===== config.mk =====
export PLATFORM = sky130hd
export DESIGN_NAME = pipe_fwd_chain
export DESIGN_NICKNAME = d
export VERILOG_FILES = /design/src/rtl/pipe_fwd_chain.sv
export SDC_FILE = /design/constraint.sdc
export NUM_CORES = 1
export LEC_CHECK = 0
export BUFFER_PORTS_ARGS = -buffer_cell sky130_fd_sc_hd__buf_2
export CAP_MARGIN = 5
export CORE_ASPECT_RATIO = 0.75
export CORE_MARGIN = 5
export CORE_UTILIZATION = 35
export DETAILED_ROUTE_END_ITERATION = 10
export PLACE_DENSITY = 0.57
export SLEW_MARGIN = 20
export SYNTH_ARGS = -nofsm -noshare
export SYNTH_HDL_FRONTEND = slang
export SYNTH_SLANG_ARGS = --single-unit

===== constraint.sdc =====
create_clock -name clk -period 4.54 [get_ports clk]
set_input_delay 1.135 -clock clk [delete_from_list [all_inputs] [get_ports clk]]
set_output_delay 1.135 -clock clk [all_outputs]
set_load 0.02 [all_outputs]

===== src/rtl/pipe_fwd_chain.sv =====
// In-order result latch chain (EX/MEM/WB style) with stall/bubble, per-stage
// flush, late result fill and a two-port forwarding lookup with busy detect.

module pipe_fwd_stage #(
  parameter int DW = 32,
  parameter int RW = 5,
  parameter int MW = 8
) (
  input  logic          clk,
  input  logic          rst,
  input  logic          nxt_v,
  input  logic [RW-1:0] nxt_rd,
  input  logic          nxt_we,
  input  logic [DW-1:0] nxt_data,
  input  logic          nxt_ok,
  input  logic [MW-1:0] nxt_meta,
  output logic          v,
  output logic [RW-1:0] rd,
  output logic          we,
  output logic [DW-1:0] data,
  output logic          ok,
  output logic [MW-1:0] meta
);
  always_ff @(posedge clk) begin
    if (!rst) begin
      v    <= 1'b0;
      rd   <= '0;
      we   <= 1'b0;
      data <= '0;
      ok   <= 1'b0;
      meta <= '0;
    end else begin
      v    <= nxt_v;
      rd   <= nxt_rd;
      we   <= nxt_we;
      data <= nxt_data;
      ok   <= nxt_ok;
      meta <= nxt_meta;
    end
  end
endmodule

module pipe_fwd_chain #(
  parameter int DW     = 32,
  parameter int RW     = 5,
  parameter int MW     = 8,
  parameter int STAGES = 3,
  parameter int IW     = $clog2(STAGES),
  parameter int OW     = $clog2(STAGES+1)
) (
  input  logic              clk,
  input  logic              rst,
  input  logic              in_valid,
  input  logic [RW-1:0]     in_rd,
  input  logic              in_reg_we,
  input  logic [DW-1:0]     in_data,
  input  logic              in_data_ok,
  input  logic [MW-1:0]     in_meta,
  input  logic              stall,
  input  logic [STAGES-1:0] flush,
  input  logic              late_valid,
  input  logic [IW-1:0]     late_idx,
  input  logic [DW-1:0]     late_data,
  input  logic [RW-1:0]     q_rs1,
  input  logic [RW-1:0]     q_rs2,
  output logic              q1_hit,
  output logic              q1_busy,
  output logic [DW-1:0]     q1_data,
  output logic              q2_hit,
  output logic              q2_busy,
  output logic [DW-1:0]     q2_data,
  output logic              out_valid,
  output logic [RW-1:0]     out_rd,
  output logic              out_reg_we,
  output logic [DW-1:0]     out_data,
  output logic [MW-1:0]     out_meta,
  output logic [OW-1:0]     occ
);
  logic [STAGES-1:0]          vld_pipe, we_q, ok_q, nxt_v, nxt_we, nxt_ok;
  logic [STAGES-1:0][RW-1:0]  rd_q, nxt_rd;
  logic [STAGES-1:0][DW-1:0]  data_q, nxt_data;
  logic [STAGES-1:0][MW-1:0]  meta_q, nxt_meta;
  logic [STAGES-2:0][DW-1:0]  eff_data;
  logic [STAGES-2:0]          eff_ok;
  logic [OW-1:0]              occ_nxt;
  logic                       unused_flush;

  // The last stage retires regardless, so its flush bit has nothing to kill.
  assign unused_flush = flush[STAGES-1];

  for (genvar j = 0; j < STAGES-1; j++) begin : g_fill
    logic fill;
    assign fill        = late_valid && (late_idx == IW'(j)) && vld_pipe[j] && !flush[j];
    assign eff_data[j] = fill ? late_data : data_q[j];
    assign eff_ok[j]   = ok_q[j] | fill;
  end

  for (genvar j = 0; j < STAGES; j++) begin : g_stg
    if (j == 0) begin : g_head
      assign nxt_v[0]    = stall ? (vld_pipe[0] & ~flush[0]) : in_valid;
      assign nxt_rd[0]   = stall ? rd_q[0]     : in_rd;
      assign nxt_we[0]   = stall ? we_q[0]     : in_reg_we;
      assign nxt_data[0] = stall ? eff_data[0] : in_data;
      assign nxt_ok[0]   = stall ? eff_ok[0]   : in_data_ok;
      assign nxt_meta[0] = stall ? meta_q[0]   : in_meta;
    end else begin : g_body
      // Stage 1 takes a bubble while stage 0 is held.
      assign nxt_v[j]    = vld_pipe[j-1] & ~flush[j-1] & !(stall && (j == 1));
      assign nxt_rd[j]   = rd_q[j-1];
      assign nxt_we[j]   = we_q[j-1];
      assign nxt_data[j] = eff_data[j-1];
      assign nxt_ok[j]   = eff_ok[j-1];
      assign nxt_meta[j] = meta_q[j-1];
    end

    pipe_fwd_stage #(.DW(DW), .RW(RW), .MW(MW)) u_stg (
      .clk      (clk),
      .rst      (rst),
      .nxt_v    (nxt_v[j]),
      .nxt_rd   (nxt_rd[j]),
      .nxt_we   (nxt_we[j]),
      .nxt_data (nxt_data[j]),
      .nxt_ok   (nxt_ok[j]),
      .nxt_meta (nxt_meta[j]),
      .v        (vld_pipe[j]),
      .rd       (rd_q[j]),
      .we       (we_q[j]),
      .data     (data_q[j]),
      .ok       (ok_q[j]),
      .meta     (meta_q[j])
    );
  end

  assign out_valid  = vld_pipe[STAGES-1];
  assign out_rd     = rd_q[STAGES-1];
  assign out_reg_we = we_q[STAGES-1];
  assign out_data   = data_q[STAGES-1];
  assign out_meta   = meta_q[STAGES-1];

  logic [1:0][RW-1:0] q_rs;
  logic [1:0]         q_hit, q_busy;
  logic [1:0][DW-1:0] q_data;

  assign q_rs = {q_rs2, q_rs1};

  // Scan oldest to youngest so the youngest match is what remains.
  always_comb begin
    q_hit  = '0;
    q_busy = '0;
    q_data = '0;
    for (int p = 0; p < 2; p++) begin
      if (q_rs[p] != '0) begin
        for (int i = STAGES-1; i >= 0; i--) begin
          if (vld_pipe[i] && we_q[i] && (rd_q[i] == q_rs[p])) begin
            q_hit[p]  = 1'b1;
            q_busy[p] = !ok_q[i];
            q_data[p] = ok_q[i] ? data_q[i] : '0;
          end
        end
      end
    end
  end

  assign q1_hit  = q_hit[0];
  assign q1_busy = q_busy[0];
  assign q1_data = q_data[0];
  assign q2_hit  = q_hit[1];
  assign q2_busy = q_busy[1];
  assign q2_data = q_data[1];

  always_comb begin
    occ_nxt = '0;
    for (int i = 0; i < STAGES; i++) occ_nxt = occ_nxt + OW'(nxt_v[i]);
  end

  always_ff @(posedge clk) begin
    if (!rst) occ <= '0;
    else      occ <= occ_nxt;
  end
endmodule

==> flow_summary.ini <==
[timing]
hold_slack_ps = 431.4
clock_skew_ps = 7.434
period_needed_ps = 4268
fmaxAchievable_mhz = 234.3
rsz0062_at_grt = false
worst_pin_slew_ps = 1004
fin_crit_sh = 0.9402
drv_slew = 0
maxSlewHeadroom = 0.3298
setup_viol = 0
report.final.hold_viol_count = 0

[setup_path]
cp_max_fo = 26
timing.rr.end = g_stg[2].u_stg.data[21]
worst_setup_path_end_kind = primary output
r2r_slack_ps = 2490
worstPathArrival_ps = 3130
start_kind = primary input
cp_slowest_stage_delay_ps = 570
path_delay_family = buffers and inverters
path_class = primary input to primary output
reg2regPathDepth = 4
worst_path_max_delay_cell = or4_1
cp.required_ps = 3400
crit_chain = buf_2 > buf_4 > or4_1 > buf_4 > nor2_4 > buf_12 > a21oi_1 > a32o_1 > buf_2
critPathBufInv = 5
r2r_start = g_stg[1].u_stg.v

[drt]
drt_pass1_iterations = 5
top_layer_used = met5
vias = 7101
route.detailed.drc = 0
met1Wirelength_um = 11550
dr_wl_met3_um = 2387
wl_per_cell_um = 18.40
avgViaCountPerCell = 5.191
drt-initial-drc-count = 609
ant_nets = 0
met2_length_um = 10820
wl_um = 25170

[layout]
finish.utilization = 0.4419
final_area_um2 = 9258
layout.cells.non_filler = 1368
fillers = 2172
regArea_um2 = 2924
multi_input_area_um2 = 3948
syn2layout_area_growth_pct = 25.26
drive_gt1_frac = 0.2725
final_nets = 1166

[global_route]
grt_pass1_vias = 6802
grt_overflow = 0
grt_max_degree = 99
antenna_found_initial = 3
grt_pass1_wl_um = 38780
grt.total_usage = 0.2056

[synth]
yosys.area.top_type = dfxtp_1
synth_top_area_frac = 0.3955
ys.flop_type = dfxtp_1
ys_seq_area_frac = 0.3955
netlist_area_um2 = 7391
syn_inst = 913
async_flop_share = 0
syn_avg_cell_area_um2 = 8.095
syn_nets = 1013
ys_ff_latch = 146
ys_warn_count = 0
synth_cell_types = 41
ys_top_cells_by_area = dfxtp_1, a21oi_1, nand2_1, mux2i_1, a21o_1
synth_edf_count = 0

[pwr]
p_leak_nw = 4.278
pwr-share-clk = 0.482
p_seq_frac = 0.436
power_density_nw_per_um2 = 344.7
p_sw_w = 0.0008427
pwr-share-comb = 0.083
intPower_w = 0.002348
swShare = 0.2641
ir_worst_vdd_v = 0.0002205

[hold_path]
holdPathStages = 1
min_from = g_stg[1].u_stg.meta[3]
min_to = g_stg[2].u_stg.meta[3]
hold_class = flip-flop to flip-flop

[outcome]
status = finished, final reports clean

[floorplan]
die_w_um = 177.8
die_h_um = 135.8
coreArea_um2 = 20950
start_util = 0.3528
io_pins = 216
dieArea_um2 = 24150
fp-row-count = 46

[placed_design]
dp_hpwl_um = 16540
port_buffers = 214
place_inst = 1333
dpl_cell_area_um2 = 8602
gp_congestion = 0.8483

[clock_tree]
cts-htree-levels = 4
cts.clk_slew.worst_paths_ps = 70
clock_path_buffers = 2
clk_latency_ps = 430
cts_tree = yes
clkSinkCount = 146
cts_made_buffers = 17
root_buffer = clkbuf_16
ctsResizeCount = 0

[flow_run]
max_cap_viol_count = 0
## state kept, by name, indices dropped and copies added, names as in the netlist
signal / count
g_stg.u_stg.v: 3
g_stg.u_stg.rd: 15
g_stg.u_stg.data: 96
g_stg.u_stg.we: 3
g_stg.u_stg.meta: 24
g_stg.u_stg.ok: 3
occ: 2
## cell usage after synthesis, drive strengths merged, types with 2 or more instances
cell and count:
nand4 4, inv 3, clkbuf 57, nor4 3, nor3b 2, a211oi 33
nor2b 2, a21oi 125, and2 32, nor3 5, mux2i 47, a32o 31
buf 54, or4 2, a21o 59, or3 4, a221oi 6, xor2 3
and3 2, dfxtp 146, nand3 37, nand2 132, nor2 88, xnor2 27
## stage by stage
step,setup slack (ps),TNS [ps],total power [W]
floorplan,537.5,0,0.001573
global placement,-156.8,-1646,0.001680
detailed placement,-130.0,-1245,0.001682
CTS,278.0,0,0.003228
global route,225.6,0,0.003314
finish,271.7,0,0.003191
## worst max-delay path by stage
stage	slack [ps]	startpoint	endpoint	depth (start not counted)
after floorplan	540	q_rs1[0]	q1_busy	6
after global placement	-160	q_rs2[4]	q2_data[29]	8
after detailed placement	-130	q_rs2[4]	q2_data[29]	8
after CTS	280	q_rs2[0]	q2_data[18]	9
after global routing	230	q_rs2[0]	q2_data[22]	9
final	270	q_rs2[0]	q2_data[18]	9
## routing by layer
layer,GRT usage,up-vias
li1,-,3463
met1,0.2853,3287
met2,0.3114,310
met3,0.06311,37
met4,0.05453,4
met5,0,-
## logic make-up after synthesis
kind of cell,share of synthesized area
AOI/OAI and AO/OA,0.2319
adders and majority gates,0.002709
muxes,0.06365
DFF,0.3955
and+or+nand+nor,0.1911
buffers and inverters,0.07855
xor gates and xnor gates,0.03657
## layout by cell type (no fill, tap or decap), types with 26 or more instances in the layout
| master | Yosys | routed |
|---|---|---|
| buf_4 | 32 | 27 |
| a21oi_1 | 125 | 125 |
| and2_1 | 32 | 32 |
| xnor2_1 | 26 | 26 |
| nand2_1 | 132 | 132 |
| nand3_1 | 37 | 36 |
| a32o_1 | 31 | 31 |
| a211oi_1 | 33 | 33 |
| nor2_1 | 88 | 84 |
| dfxtp_1 | 146 | 145 |
| a21o_1 | 59 | 59 |
| buf_2 | 17 | 213 |
| mux2i_1 | 47 | 47 |
## power groups by stage
stage	registers (W)	clock network, W	logic [W]
final	0.00139	0.00154	0.000263
after global routing	0.00140	0.00162	0.000292
after CTS	0.00139	0.00157	0.000265
after global placement	0.00142	0	0.000262
after detailed placement	0.00142	0	0.000263
after floorplan	0.00140	0	0.000170
## timing repair
action / 4_1_cts / 5_1_grt
endpoints found under the setup margin: 14 / 0
hold buffers: 0 / 0
buffers inserted: 2 / 0
## area by class of cell
class	instances	area share
antenna	1	0.0002703
sequential	146	0.3159
tap	288	0.03892
multi-input combinational	652	0.4264
clock inverter	15	0.02298
timing repair buffer	245	0.1479
clock buffer	17	0.04595
inverter	4	0.001757
## worst reg2reg max path, delay by kind of cell, from the launching register on
kind               cells  cell delay [ps]
AOI/OAI and AO/OA      1              100
and+or+nand+nor        3             1480
DFF                    1              340
No activity file was read; power rests on OpenSTA's default activity.
